`src/rtl/tt_pin_bist.sv`:
```
// rtl/tt_pin_bist.sv - LFSR stimulus / MISR signature self-test harness for an 8-in/8-out user design
module tt_pin_bist #(
  parameter int unsigned NUM_VECTORS = 256,
  parameter int unsigned RST_CYCLES  = 4,
  parameter int unsigned SETTLE      = 2,
  parameter logic [7:0]  SEED        = 8'hA5
) (
  input  logic        clk,
  input  logic        rst_n,
  input  logic        ena,
  input  logic        start,
  input  logic [15:0] expected_sig,
  input  logic [7:0]  dut_uo_out,
  output logic [7:0]  stim_ui_in,
  output logic        dut_rst_n,
  output logic        busy,
  output logic        done,
  output logic        pass,
  output logic [15:0] signature
);

  typedef enum logic [1:0] {IDLE, DRST, APPLY, DONE} state_t;

  localparam logic [7:0]  RST_LAST = 8'(RST_CYCLES - 1);
  localparam logic [15:0] VEC_LAST = 16'(NUM_VECTORS - 1);
  localparam logic [7:0]  SETTLE_V = 8'(SETTLE);

  state_t      state_q, state_d;
  logic [7:0]  lfsr_q, lfsr_d;
  logic [15:0] misr_q, misr_d;
  logic [15:0] vcnt_q, vcnt_d;
  logic [7:0]  settle_q, settle_d;
  logic [7:0]  rcnt_q, rcnt_d;
  logic [7:0]  stim_d;
  logic        dut_rst_n_d, busy_d, done_d, pass_d;
  logic [7:0]  lfsr_step;
  logic [15:0] misr_step;

  // x^8+x^6+x^5+x^4+1 Fibonacci LFSR; x^16+x^15+x^13+x^4+1 MISR
  assign lfsr_step = {lfsr_q[6:0], lfsr_q[7] ^ lfsr_q[5] ^ lfsr_q[4] ^ lfsr_q[3]};
  assign misr_step = {misr_q[14:0], misr_q[15] ^ misr_q[14] ^ misr_q[12] ^ misr_q[3]}
                     ^ {8'h00, dut_uo_out};

  assign signature = misr_q;

  always_comb begin
    state_d     = state_q;
    lfsr_d      = lfsr_q;
    misr_d      = misr_q;
    vcnt_d      = vcnt_q;
    settle_d    = settle_q;
    rcnt_d      = rcnt_q;
    stim_d      = stim_ui_in;
    dut_rst_n_d = dut_rst_n;
    busy_d      = busy;
    done_d      = done;
    pass_d      = pass;
    case (state_q)
      IDLE, DONE: begin
        if (start) begin
          state_d     = DRST;
          lfsr_d      = SEED;
          misr_d      = 16'h0000;
          vcnt_d      = 16'h0000;
          rcnt_d      = 8'h00;
          done_d      = 1'b0;
          pass_d      = 1'b0;
          busy_d      = 1'b1;
          dut_rst_n_d = 1'b0;
          stim_d      = 8'h00;
        end
      end
      DRST: begin
        if (rcnt_q == RST_LAST) begin
          state_d     = APPLY;
          dut_rst_n_d = 1'b1;
          stim_d      = lfsr_q;
          settle_d    = SETTLE_V;
        end else begin
          rcnt_d = rcnt_q + 8'd1;
        end
      end
      APPLY: begin
        if (settle_q == 8'h00) begin
          misr_d = misr_step;
          lfsr_d = lfsr_step;
          vcnt_d = vcnt_q + 16'd1;
          if (vcnt_q == VEC_LAST) begin
            // The verdict uses the post-capture signature so done and pass rise together.
            state_d = DONE;
            busy_d  = 1'b0;
            done_d  = 1'b1;
            pass_d  = (misr_step == expected_sig);
          end else begin
            stim_d   = lfsr_step;
            settle_d = SETTLE_V;
          end
        end else begin
          settle_d = settle_q - 8'd1;
        end
      end
      default: state_d = IDLE;
    endcase
  end

  always_ff @(posedge clk or negedge rst_n) begin
    if (!rst_n) begin
      state_q    <= IDLE;
      lfsr_q     <= SEED;
      misr_q     <= 16'h0000;
      vcnt_q     <= 16'h0000;
      settle_q   <= 8'h00;
      rcnt_q     <= 8'h00;
      stim_ui_in <= 8'h00;
      dut_rst_n  <= 1'b1;
      busy       <= 1'b0;
      done       <= 1'b0;
      pass       <= 1'b0;
    end else if (ena) begin
      state_q    <= state_d;
      lfsr_q     <= lfsr_d;
      misr_q     <= misr_d;
      vcnt_q     <= vcnt_d;
      settle_q   <= settle_d;
      rcnt_q     <= rcnt_d;
      stim_ui_in <= stim_d;
      dut_rst_n  <= dut_rst_n_d;
      busy       <= busy_d;
      done       <= done_d;
      pass       <= pass_d;
    end
  end

endmodule

```
`config.mk`:
```
export PLATFORM = sky130hd
export DESIGN_NAME = tt_pin_bist
export DESIGN_NICKNAME = d
export VERILOG_FILES = /design/src/rtl/tt_pin_bist.sv
export SDC_FILE = /design/constraint.sdc
export NUM_CORES = 1
export LEC_CHECK = 0
export CAP_MARGIN = 10
export CORE_MARGIN = 2
export CORE_UTILIZATION = 30
export DETAILED_ROUTE_END_ITERATION = 7
export PLACE_DENSITY_LB_ADDON = 0.25
export SYNTH_ARGS = -nofsm -noshare
export SYNTH_HDL_FRONTEND = slang
export SYNTH_SLANG_ARGS = --single-unit
```
`constraint.sdc`:
```
create_clock -name clk -period 3.5 [get_ports clk]
set_input_delay 0.525 -clock clk [delete_from_list [all_inputs] [get_ports clk]]
set_output_delay 0.525 -clock clk [all_outputs]
set_load 0.02 [all_outputs]
```
==> flow_summary.json, run 1 <==
{
  "outcome": "finished clean",
  "avgViaCountPerCell": 5.02,
  "fin_skew_ns": 0.00761,
  "cp-end-kind": "flop",
  "clkSinkCount": 70,
  "start_kind": "flop",
  "routedWlPerCell_um": 14.8,
  "gp_congestion": 0.782,
  "via_count": 2801,
  "met1_usage_pct": 17.6,
  "fmax_mhz": 369,
  "synth_top_area_cell": "dfrtp_1",
  "cp_max_fo": 26,
  "postRouteAntennaNets": 0,
  "relSlewSlack_pct": 39.4,
  "setup_tns_ns": 0,
  "r2r_cells": 6,
  "dp_hpwl_um": 5740,
  "grt_busiest_layer": "met2",
  "num-fill-cells": 1169,
  "cts_tree": "done",
  "synth-main-ff-cell": "dfrtp_1",
  "power.net_switching_mw": 1.10,
  "p_sw_share_pct": 34.8,
  "port-buffer-count": 55,
  "cts.root.buffer_cell": "clkbuf_16",
  "seqPwrFrac_pct": 33.8,
  "diodes": 0,
  "fin_nets": 442,
  "yosys-top-cells-area": "dfrtp_1, xnor2_1, xor2_1, a22o_1, dfstp_2",
  "clkTransAtPathRegs_ns": 0.06,
  "drive_gt1_share_pct": 13.9,
  "avgSynthCellArea_um2": 10.5,
  "die-area_um2": 13200,
  "cp_data_arrival_time_ns": 2.88,
  "ys_top_cells_by_count": "dfrtp_1, nor2_1, nand2_1",
  "cap_violations": 0,
  "synth_seq_cells": 70,
  "slew_viol_final": 0,
  "num_rows": 40,
  "async_flop_share_pct": 100,
  "synth-seq-area-share_pct": 47.8,
  "grt_usage_pct": 13.5,
  "synth_top_area_share_pct": 44.2,
  "endpoint": "lfsr_q[4]",
  "start_util_pct": 30.6,
  "firstDrtPassIters": 4,
  "grt_pass1_wl_um": 14200,
  "grt_max_degree": 71,
  "post_cts.repair.setup_buffers": 0,
  "pre_cts_ws_ns": 0.761,
  "antenna_found_initial": 0,
  "htreeDepth": 3,
  "post-route-cell-area_um2": 4690,
  "power_density_nw_per_um2": 675,
  "synth_enable_flop_cells": 0,
  "overflow": 0,
  "ctsResizeCount": 0,
  "fin_crit_sh_pct": 77.5,
  "yosys.area_share.adder_pct": 2.72,
  "syn_area_um2": 3680,
  "fin_total_pwr_mw": 3.17,
  "core_um2": 12000,
  "clock_path_buffers": 2,
  "syn_to_final_growth_pct": 27.6,
  "die_w_um": 115,
  "ios": 56,
  "worstPathRequired_ns": 3.67,
  "synth.distinct_cells": 57,
  "setup_viol": 0,
  "synth_mux_area_share_pct": 4.59,
  "synth_top_family_by_area": "simple AND/OR/NAND/NOR gates",
  "leakage_nw": 2.02,
  "period_minus_slack_ns": 2.71,
  "drcViolationCount": 0,
  "synth_xor_area_share_pct": 11.6,
  "met2_usage_pct": 22.2,
  "rsz0062_at_grt": "no",
  "comb_power_share_pct": 35.3,
  "met3_usage_pct": 3.64,
  "dpl_cell_area_um2": 4370,
  "syn_nets": 386,
  "r2r_end": "lfsr_q[4]",
  "path_class": "flop to flop",
  "clk_latency_ns": 0.33,
  "ff2ff_setup_slack_ns": 0.79,
  "whs_ns": 0.413,
  "cts_made_buffers": 9,
  "synth-compound-area-share_pct": 12.9,
  "worstSetupStartpoint": "state_q[0]",
  "min_path_type": "input pin to asynchronous set/reset pin",
  "syn_inst": 350,
  "fp.dieH_um": 115,
  "yosysMostFrequentCell": "dfrtp_1",
  "cts_hold_buf": 0,
  "setup_ws_ns": 0.787,
  "hold_violations": 0,
  "initialDrtViolationCount": 107,
  "wl_um": 8280,
  "grt_pass1_vias": 2935,
  "tightest_slew_ns": 0.886,
  "reg2reg_from": "state_q[0]",
  "synthSimpleGateAreaFrac_pct": 18.0,
  "power_frac_clock_pct": 30.8,
  "area.sequential_um2": 1760,
  "multi_input_comb_area_um2": 1830,
  "vdd_drop_max_v": 0.000437,
  "yosysWarnings": 0,
  "p_int_mw": 2.07
}
[worst min path at each step]
stage	slack, ns	cells past startpoint	end
final	0.41	2	vcnt_q[7]
after global routing	0.51	2	vcnt_q[7]
after CTS	0.45	2	rcnt_q[2]
after detailed placement	0.49	2	pass
after global placement	0.50	1	stim_ui_in[5]
after floorplan	0.23	0	busy
[metal layers]
metal  share of wire, %  routed length (um)
met5                  0                   0
met3                4.1                 341
met4                1.2                  96
met2                 45                3710
met1                 50                4130
[flip-flops by register name (all words and copies together) (netlist names)]
signal / flops
lfsr_q: 8
settle_q: 8
dut_rst_n: 1
done: 1
pass: 1
vcnt_q: 16
state_q: 2
signature: 16
rcnt_q: 8
stim_ui_in: 8
busy: 1
[power by group through the flow]
| stage | clock, mW | sequential [mW] | combinational (mW) |
|---|---|---|---|
| global placement | 0 | 1.08 | 1.11 |
| CTS | 1.00 | 1.07 | 1.13 |
| global route | 1.03 | 1.09 | 1.24 |
| detailed placement | 0 | 1.08 | 1.13 |
| finish | 0.976 | 1.07 | 1.12 |
| floorplan | 0 | 1.13 | 0.710 |
[placed cells by master, fill, tap and decap left out, drive strengths merged, types with 2 or more instances in the layout]
cell type	synthesis	routed
a21oi	11	11
a22o	16	16
a22oi	4	4
a31oi	2	2
and2	3	3
and3	8	8
buf	6	5
bufinv	0	2
clkbuf	8	10
clkdlybuf4s50	0	54
clkinv	0	2
clkinvlp	0	2
dfrtp	65	65
dfstp	5	5
ha	8	8
inv	6	6
mux2	12	12
mux2i	3	3
nand2	29	29
nand3	10	10
nand4	13	13
nor2	31	31
nor3	10	10
nor4	6	6
o21ai	12	12
o22a	5	5
o31ai	3	3
or2	3	3
or3	3	3
or4	5	5
xnor2	25	25
xor2	21	21
[worst max-delay path: stages (launching register included)]
cell,delay [ns]
dfrtp_1,0.37
inv_1,0.08
ha_1,0.57
mux2_2,0.39
and2_1,0.25
nand2_1,0.66
o21ai_0,0.22
[kinds of logic after synthesis]
| family | after synthesis |
|---|---|
| AOI/OAI and AO/OA | 65 |
| xor gates and xnor gates | 47 |
| adders and majority gates | 8 |
| muxes | 15 |
| DFF | 70 |
| buffers and inverters | 20 |
| and+or+nand+nor | 125 |
[area by class of cell]
type                            instances  share of cell area [%]
Multi-Input combinational cell        260                    39.0
Tap cell                              147                    3.92
Inverter                                6                   0.480
Timing Repair Buffer                   59                    12.3
Clock inverter                          6                    1.81
Clock buffer                           10                    5.09
Sequential cell                        70                    37.4
[metrics by stage]
step                utilization [%]  std cells
floorplan                         -        350
global placement               36.4        542
detailed placement             36.4        542
CTS                            39.1        558
global route                   39.1        558
finish                         39.1        558
Note: power is estimated with default switching activity, not from simulation.
==> run 2: changes to the inputs <==
==> constraint.sdc (replaced) <==
create_clock -name clk -period 2.5 [get_ports clk]
set_input_delay 0.375 -clock clk [delete_from_list [all_inputs] [get_ports clk]]
set_output_delay 0.375 -clock clk [all_outputs]
set_load 0.02 [all_outputs]
==> run 2 against run 1 <==
Register-to-register slack worse by 0.53 ns. Flip-flop and latch count stayed put. Via count is 1.7% higher. Clock skew is 0.00053 ns higher. Critical path depth is 1 higher. Clock-buffer cell count is 1 lower. Sequential share of layout area is 0.95 points lower. Non-clock buffer count is 14 higher. Maximum frequency is 21% higher. Worst hold slack worse by 0.35 ns. Total power is 46% higher. Critical path type unchanged.
==> flow_summary.json, run 2 (synthesis results as in run 1) <==
{
  "outcome": "finished clean",
  "core_um2": 12000,
  "worstPathRequired_ns": 2.75,
  "ios": 56,
  "clock_path_buffers": 2,
  "start_kind": "flop",
  "antenna_found_initial": 0,
  "fp.dieH_um": 115,
  "routedWlPerCell_um": 14.5,
  "htreeDepth": 3,
  "fin_nets": 456,
  "final_cell_mix": "dfrtp_1, clkdlybuf4s50_1, nor2_1",
  "grt_pass1_wl_um": 14400,
  "num_rows": 40,
  "rsz0062_at_grt": "no",
  "vdd_drop_max_v": 0.000445,
  "drcViolationCount": 0,
  "drive_gt1_share_pct": 16.9,
  "cts_tree": "done",
  "cp_data_arrival_time_ns": 2.49,
  "post-route-cell-area_um2": 4820,
  "final_common_cell": "dfrtp_1",
  "fmax_mhz": 447,
  "port-buffer-count": 55,
  "hold_violations": 0,
  "dp.cells": 556,
  "cts_hold_buf": 0,
  "cap_violations": 0,
  "cts_made_buffers": 9,
  "power_density_nw_per_um2": 957,
  "via_count": 2848,
  "initialDrtViolationCount": 107,
  "cp_max_fo": 9,
  "period_minus_slack_ns": 2.24,
  "grt_usage_pct": 13.8,
  "die_w_um": 115,
  "postRouteAntennaNets": 0,
  "wl_um": 8290,
  "post_cts.repair.setup_buffers": 0,
  "start_util_pct": 30.6,
  "avgViaCountPerCell": 4.98,
  "firstDrtPassIters": 4,
  "reg2reg_from": "state_q[0]",
  "die-area_um2": 13200,
  "path_class": "flop to flop",
  "fin_total_pwr_mw": 4.61,
  "stdcell_count": 572,
  "num-fill-cells": 1167,
  "clkSinkCount": 70,
  "setup_ws_ns": 0.262,
  "cp-end-kind": "flop",
  "relSlewSlack_pct": 68.2,
  "clkTransAtPathRegs_ns": 0.06,
  "clk_latency_ns": 0.33,
  "grt_max_degree": 71,
  "setup_viol": 0,
  "gp_congestion": 0.820,
  "fin_skew_ns": 0.00814,
  "leakage_nw": 2.09,
  "tightest_slew_ns": 0.465,
  "min_path_type": "input pin to asynchronous set/reset pin",
  "dp_hpwl_um": 5770,
  "pre_cts_ws_ns": 0.256,
  "worstSetupStartpoint": "state_q[0]",
  "dpl_cell_area_um2": 4490,
  "overflow": 0,
  "setup_tns_ns": 0,
  "grt_pass1_vias": 2950,
  "fin_crit_sh_pct": 89.5,
  "diodes": 0,
  "syn_to_final_growth_pct": 31.0,
  "slew_viol_final": 0,
  "cts.root.buffer_cell": "clkbuf_16"
}
run 2: changes by cell type in the layout (fill, tap and decap cells not counted), sizes merged:
cell,before,now
clkbuf,10,9
buf,5,19
inv,6,7
run 2: worst max-delay path, stage by stage (launching register included):
cell and delay (ns):
dfrtp_1 0.40, inv_1 0.10, ha_1 0.33, nor2_1 0.14, nor3_1 0.16, nand3_1 0.21, or4b_2 0.65, a21oi_1 0.16
run 2: what timing repair did:
item	in CTS	in global routing
endpoints found under the setup margin	0	2
endpoints found under the hold margin	0	0
resized for setup	0	1
run 2: layer usage:
metal / track usage (%) / wire length (um) / vias up
li1: - / - / 1401
met1: 19.1 / 4010 / 1359
met2: 20.7 / 3550 / 78
met3: 4.59 / 597 / 10
met4: 3.78 / 123 / 0
met5: 0 / 0 / -
run 2: final timing paths:
check / end / slack, ns / cells after the start
min in group clk: busy / 0.48 / 1
worst max register to register: settle_q[7] / 0.26 / 7
max in group asynchronous: lfsr_q[5] / 2.09 / 2
worst min-delay path: vcnt_q[11] / 0.06 / 2
worst max-delay path: settle_q[7] / 0.26 / 7
worst min register to register: busy / 0.48 / 1
run 2: final cells by class:
cell class | count | area (um2) | area share (%)
Multi-Input combinational cell | 260 | 1840 | 38.1
Sequential cell | 70 | 1760 | 36.5
Timing Repair Buffer | 73 | 693 | 14.4
Clock buffer | 9 | 225 | 4.68
Tap cell | 147 | 184 | 3.82
Clock inverter | 7 | 97.6 | 2.03
Inverter | 6 | 22.5 | 0.468
run 2: through the flow:
| step | hold WS, ns | utilization, % |
|---|---|---|
| finish | 0.0620 | 40.1 |
| global route | 0.111 | 40.1 |
| CTS | 0.0869 | 40.1 |
| detailed placement | 0.438 | 37.4 |
| global placement | 0.435 | 37.4 |
| floorplan | 0.0794 | - |
run 2: report_power, final:
part / switching (mW) / internal, mW
Clock: 0.497 / 0.876
Sequential: 0.169 / 1.34
Combinational: 0.944 / 0.781
